`config.mk`:
```
export PLATFORM = sky130hd
export DESIGN_NAME = afifo_rd_stream
export DESIGN_NICKNAME = d
export VERILOG_FILES = /design/src/rtl/afifo_pkg.sv /design/src/rtl/afifo_rd_skid.sv /design/src/rtl/afifo_rd_stream.sv
export SDC_FILE = /design/constraint.sdc
export NUM_CORES = 1
export LEC_CHECK = 0
export BUFFER_PORTS_ARGS = -buffer_cell sky130_fd_sc_hd__buf_2
export CORE_MARGIN = 2
export CORE_UTILIZATION = 47
export DETAILED_ROUTE_END_ITERATION = 7
export PLACE_DENSITY = 0.73
export SETUP_SLACK_MARGIN = 0.4
export SYNTH_ARGS = -nofsm -noshare
export SYNTH_HDL_FRONTEND = slang
export SYNTH_SLANG_ARGS = --single-unit
export TNS_END_PERCENT = 30
```
`constraint.sdc`:
```
create_clock -name rclk -period 2.3 [get_ports rclk]
set_input_delay 0.23 -clock rclk [delete_from_list [all_inputs] [get_ports rclk]]
set_output_delay 0.23 -clock rclk [all_outputs]
set_load 0.005 [all_outputs]
```
`src/rtl/afifo_pkg.sv`:
```
// Shared constants and occupancy encoding for the afifo read-side stream stage.
package afifo_pkg;
   localparam int DSIZE_DEF = 8;
   localparam int ASIZE_DEF = 4;

   typedef enum logic [1:0] {
      OCC_EMPTY = 2'd0,
      OCC_ONE   = 2'd1,
      OCC_TWO   = 2'd2
   } occ_t;
endpackage

```
`src/rtl/afifo_rd_skid.sv`:
```
// Two-entry head/tail holding buffer with occupancy tracking.
// Captured words land in head when it is free (or being popped), else in tail.
module afifo_rd_skid
   import afifo_pkg::*;
#(
   parameter int DSIZE = DSIZE_DEF
) (
   input  logic             rclk,
   input  logic             rrst,
   input  logic             cap,
   input  logic [DSIZE-1:0] cap_data,
   input  logic             pop,
   output occ_t             occ,
   output logic [DSIZE-1:0] head
);

   logic [DSIZE-1:0] tail;
   occ_t             occ_nxt;

   always_comb begin
      occ_nxt = occ;
      if (cap && !pop)
         occ_nxt = occ_t'(occ + 2'd1);
      else if (!cap && pop)
         occ_nxt = occ_t'(occ - 2'd1);
   end

   always_ff @(posedge rclk or posedge rrst) begin
      if (rrst) begin
         occ  <= OCC_EMPTY;
         head <= '0;
         tail <= '0;
      end else begin
         occ <= occ_nxt;
         if (cap && (occ == OCC_EMPTY || (occ == OCC_ONE && pop)))
            head <= cap_data;
         else if (pop && occ == OCC_TWO)
            head <= tail;
         if (cap && occ == OCC_ONE && !pop)
            tail <= cap_data;
      end
   end

`ifndef SYNTHESIS
   // The issue rule upstream must never let a word arrive with both slots full.
   always_ff @(posedge rclk) begin
      if (!rrst && cap)
         assert (occ != OCC_TWO) else $error("afifo_rd_skid: capture into full buffer");
   end
`endif

endmodule

```
`src/rtl/afifo_rd_stream.sv`:
```
// afifo pop interface (1-cycle read latency) to valid/ready stream with 2-word prefetch.
// Optional AFIFO_RD_STATS_EN adds saturating word_cnt / stall_cnt outputs.
module afifo_rd_stream
   import afifo_pkg::*;
#(
   parameter int DSIZE = DSIZE_DEF
) (
   input  logic             rclk,
   input  logic             rrst,
   input  logic             rempty,
   input  logic [DSIZE-1:0] rdata,
   output logic             rden,
   output logic             m_valid,
   output logic [DSIZE-1:0] m_data,
   input  logic             m_ready
`ifdef AFIFO_RD_STATS_EN
   ,
   output logic [31:0]      word_cnt,
   output logic [31:0]      stall_cnt
`endif
);

   occ_t       occ;
   logic       inflight;
   logic       pop;
   logic [2:0] pending;

   assign m_valid = (occ != OCC_EMPTY);
   assign pop     = m_valid && m_ready;

   // Words held or arriving after this edge; a new pop may only be issued if a slot remains.
   assign pending = {1'b0, occ} + {2'b00, inflight} - {2'b00, pop};
   assign rden    = !rrst && !rempty && (pending < 3'd2);

   always_ff @(posedge rclk or posedge rrst) begin
      if (rrst)
         inflight <= 1'b0;
      else
         inflight <= rden;
   end

   afifo_rd_skid #(.DSIZE(DSIZE)) u_skid (
      .rclk     (rclk),
      .rrst     (rrst),
      .cap      (inflight),
      .cap_data (rdata),
      .pop      (pop),
      .occ      (occ),
      .head     (m_data)
   );

`ifdef AFIFO_RD_STATS_EN
   always_ff @(posedge rclk or posedge rrst) begin
      if (rrst) begin
         word_cnt  <= '0;
         stall_cnt <= '0;
      end else begin
         if (pop && word_cnt != '1)
            word_cnt <= word_cnt + 32'd1;
         if (m_valid && !m_ready && stall_cnt != '1)
            stall_cnt <= stall_cnt + 32'd1;
      end
   end
`endif

endmodule
```
==> flow_summary.toml <==
[outcome]
status = "finished, violations left"
violations = "negative setup slack"

[timing]
worst_pin_slew_ns = 0.696
post-route-min-period_ns = 2.42
timing.final.crit_share_pct = 105
hold_viol = 0
max_slew_margin_pct = 53.6
fmax_ghz = 0.413
finalSetupViolCount = 2
fin_tns_setup_ns = -0.133
setup_slack_ns = -0.122
slew_violations = 0
clock-skew-final_ns = 0.00314
rsz0062_at_grt = "true"

[critical_path]
cp_slowest_cell = "dfrtp_2"
crit_arrival_ns = 2.19
crit_path_start_kind = "register"
endpoint_kind = "output port"
worstPathRequired_ns = 2.07
cpPeakStageDelay_ns = 0.42
worstPathCellList = "inv_2 > ha_4 > inv_1 > a21oi_2 > o21ai_2 > fa_2 > xor2_1 > nor4b_4 > buf_2"
path_class = "reg -> out"
crit_buf_inv = 3
path_max_fanout = 4
path_delay_family = "adder cells"

[pwr]
combPwrFrac_pct = 54.0
seqPwrFrac_pct = 35.3
finalPower_mw = 1.56
p_per_area_mw_per_mm2 = 1210
ir_worst_vdd_v = 0.000696
intPower_mw = 1.06
clockPowerShare_pct = 10.6
leakage_nw = 0.691
swShare_pct = 31.9
power.switching_uw = 497

[finish]
diodes = 0
drive_above_1_share_pct = 62.4
nFillCells = 154
finalInstanceArea_mm2 = 0.00129
nets = 119
final_common_cell = "buf_2"
area_growth_pct = 27.8
layout_common_cells = "buf_2 (21), dfrtp_1 (18), mux2_4 (16)"

[logic_synthesis]
synth.distinct_cells = 19
syn_area_mm2 = 0.00101
ys_seq_area_share_pct = 47.1
ys_ff_latch = 19
synth.area.top_cells = "dfrtp_1 (47%), mux2_4 (24%), mux2_1 (8.9%), ha_1 (5.0%), fa_1 (2.0%)"
yosysTopAreaCellShare_pct = 47.1
syn_nets = 84
ys_warn_count = 0
syn_area_per_cell_um2 = 15.1
postSynthCellCount = 67
yosys.area.top_type = "dfrtp_1"

[cts]
ctsLongestPathBuffers = 2
insertion_delay_ns = 0.29
h-tree-depth = 1
hold_buffers = 0
clock-sinks = 19
cts_tree = "yes"
clk_pin_slew_ns = 0.10
cts_buffers = 3
cts_root_buf = "clkbuf_4"

[die]
ios = 22
rows = 16
coreArea_mm2 = 0.00200
start_util_pct = 50.4
fp.dieH_um = 50.4
die-width_um = 50.4
dieArea_mm2 = 0.00254

[worst_hold_path]
hp-class = "in -> async"

[route]
routedWlPerCell_um = 14.4
remaining_drc_errors = 0
vias_per_cell = 4.91
dr.pass1.iters = 4
vias = 629
drt_iter0_markers = 1
ant_nets = 0
routed_wl_um = 1850

[placement]
dp_hpwl_um = 1300
place_congestion = 0.786
io_buffers = 21
place_area_mm2 = 0.00120

[global_route]
grt_max_degree = 20
grt_pass1_vias = 697
grt_pass1_wl_um = 3130
antenna_found_initial = 0
grt_usage_pct = 16.8
grt-ovfl-total = 0

[flow_run]
cap_violations = 0
==> logic make-up (layout without fill, tap and decap cells) <==
group                      count (synthesis)  in the layout  share of synthesized area [%]
and+or+nand+nor                            7              7                           5.70
adders and majority gates                  5              5                           6.94
buffers and inverters                      5             39                           2.60
DFF                                       19             19                           47.1
muxes                                     24             24                           32.7
AOI/OAI and AO/OA                          4              4                           2.35
xor gates and xnor gates                   3              3                           2.60
==> per-layer routing <==
| metal | share of wire [%] | global-route usage [%] | wire (um) |
|---|---|---|---|
| met2 | 53 | 29.2 | 977 |
| met3 | 4.0 | 5.36 | 74 |
| met1 | 42 | 20.2 | 783 |
| met5 | 0 | 0 | 0 |
| met4 | 0.54 | 4.05 | 10 |
==> Yosys cell counts (all sizes together) <==
library cell,n
mux2,24
nor2,1
nand3b,1
ha,4
a21o,1
inv,4
fa,1
xnor2,1
nand2b,1
dfrtp,19
and3,1
a21oi,1
xor2,2
nor4b,1
nand2,2
o21ai,2
buf,1
==> what timing repair did <==
action,in CTS,in global routing
gates resized for setup,2,0
pin swaps,2,0
gates cloned,0,0
setup endpoints to repair,2,2
setup buffers,7,0
==> power by group through the flow <==
stage	clock network, mW	logic [mW]	registers [mW]
after floorplan	0	0.541	0.571
after global placement	0	0.716	0.565
after detailed placement	0	0.741	0.571
after CTS	0.171	0.840	0.553
after global routing	0.186	0.918	0.572
final	0.166	0.842	0.551
==> flip-flops by register name, summed over array words and instances (netlist names) <==
register and cells:
u_skid.tail 8, inflight 1, u_skid.occ 2, u_skid.head 8
==> through the flow <==
step	setup slack (ns)	util (%)	hold WS, ns	cells
after floorplan	0.248	-	0.181	67
after global placement	0.138	59.9	0.402	117
after detailed placement	0.100	59.9	0.404	117
after CTS	-0.0624	64.4	0.0887	128
after global routing	-0.221	64.4	0.122	128
final	-0.122	64.4	0.0639	128
==> layout make-up <==
type | instances | area (um2) | share of cell area, %
sequential | 19 | 477 | 37.0
multi-input combinational | 43 | 558 | 43.3
tap | 27 | 33.8 | 2.62
clock buffer | 4 | 26.3 | 2.04
timing repair buffer | 31 | 180 | 14.0
inverter | 4 | 15.0 | 1.16
==> final timing paths <==
path,from,to,slack [ns],depth (start not counted)
min in group rclk,rdata[1],u_skid.tail[1],0.18,2
max in group asynchronous,rrst,u_skid.occ[1],1.76,2
max reg2reg,u_skid.occ[1],inflight,-0.01,13
max,u_skid.occ[1],rden,-0.12,9
min reg2reg,u_skid.tail[3],u_skid.tail[3],0.52,1
min,rrst,u_skid.occ[0],0.06,2
Power figures use the tool's default switching activity.
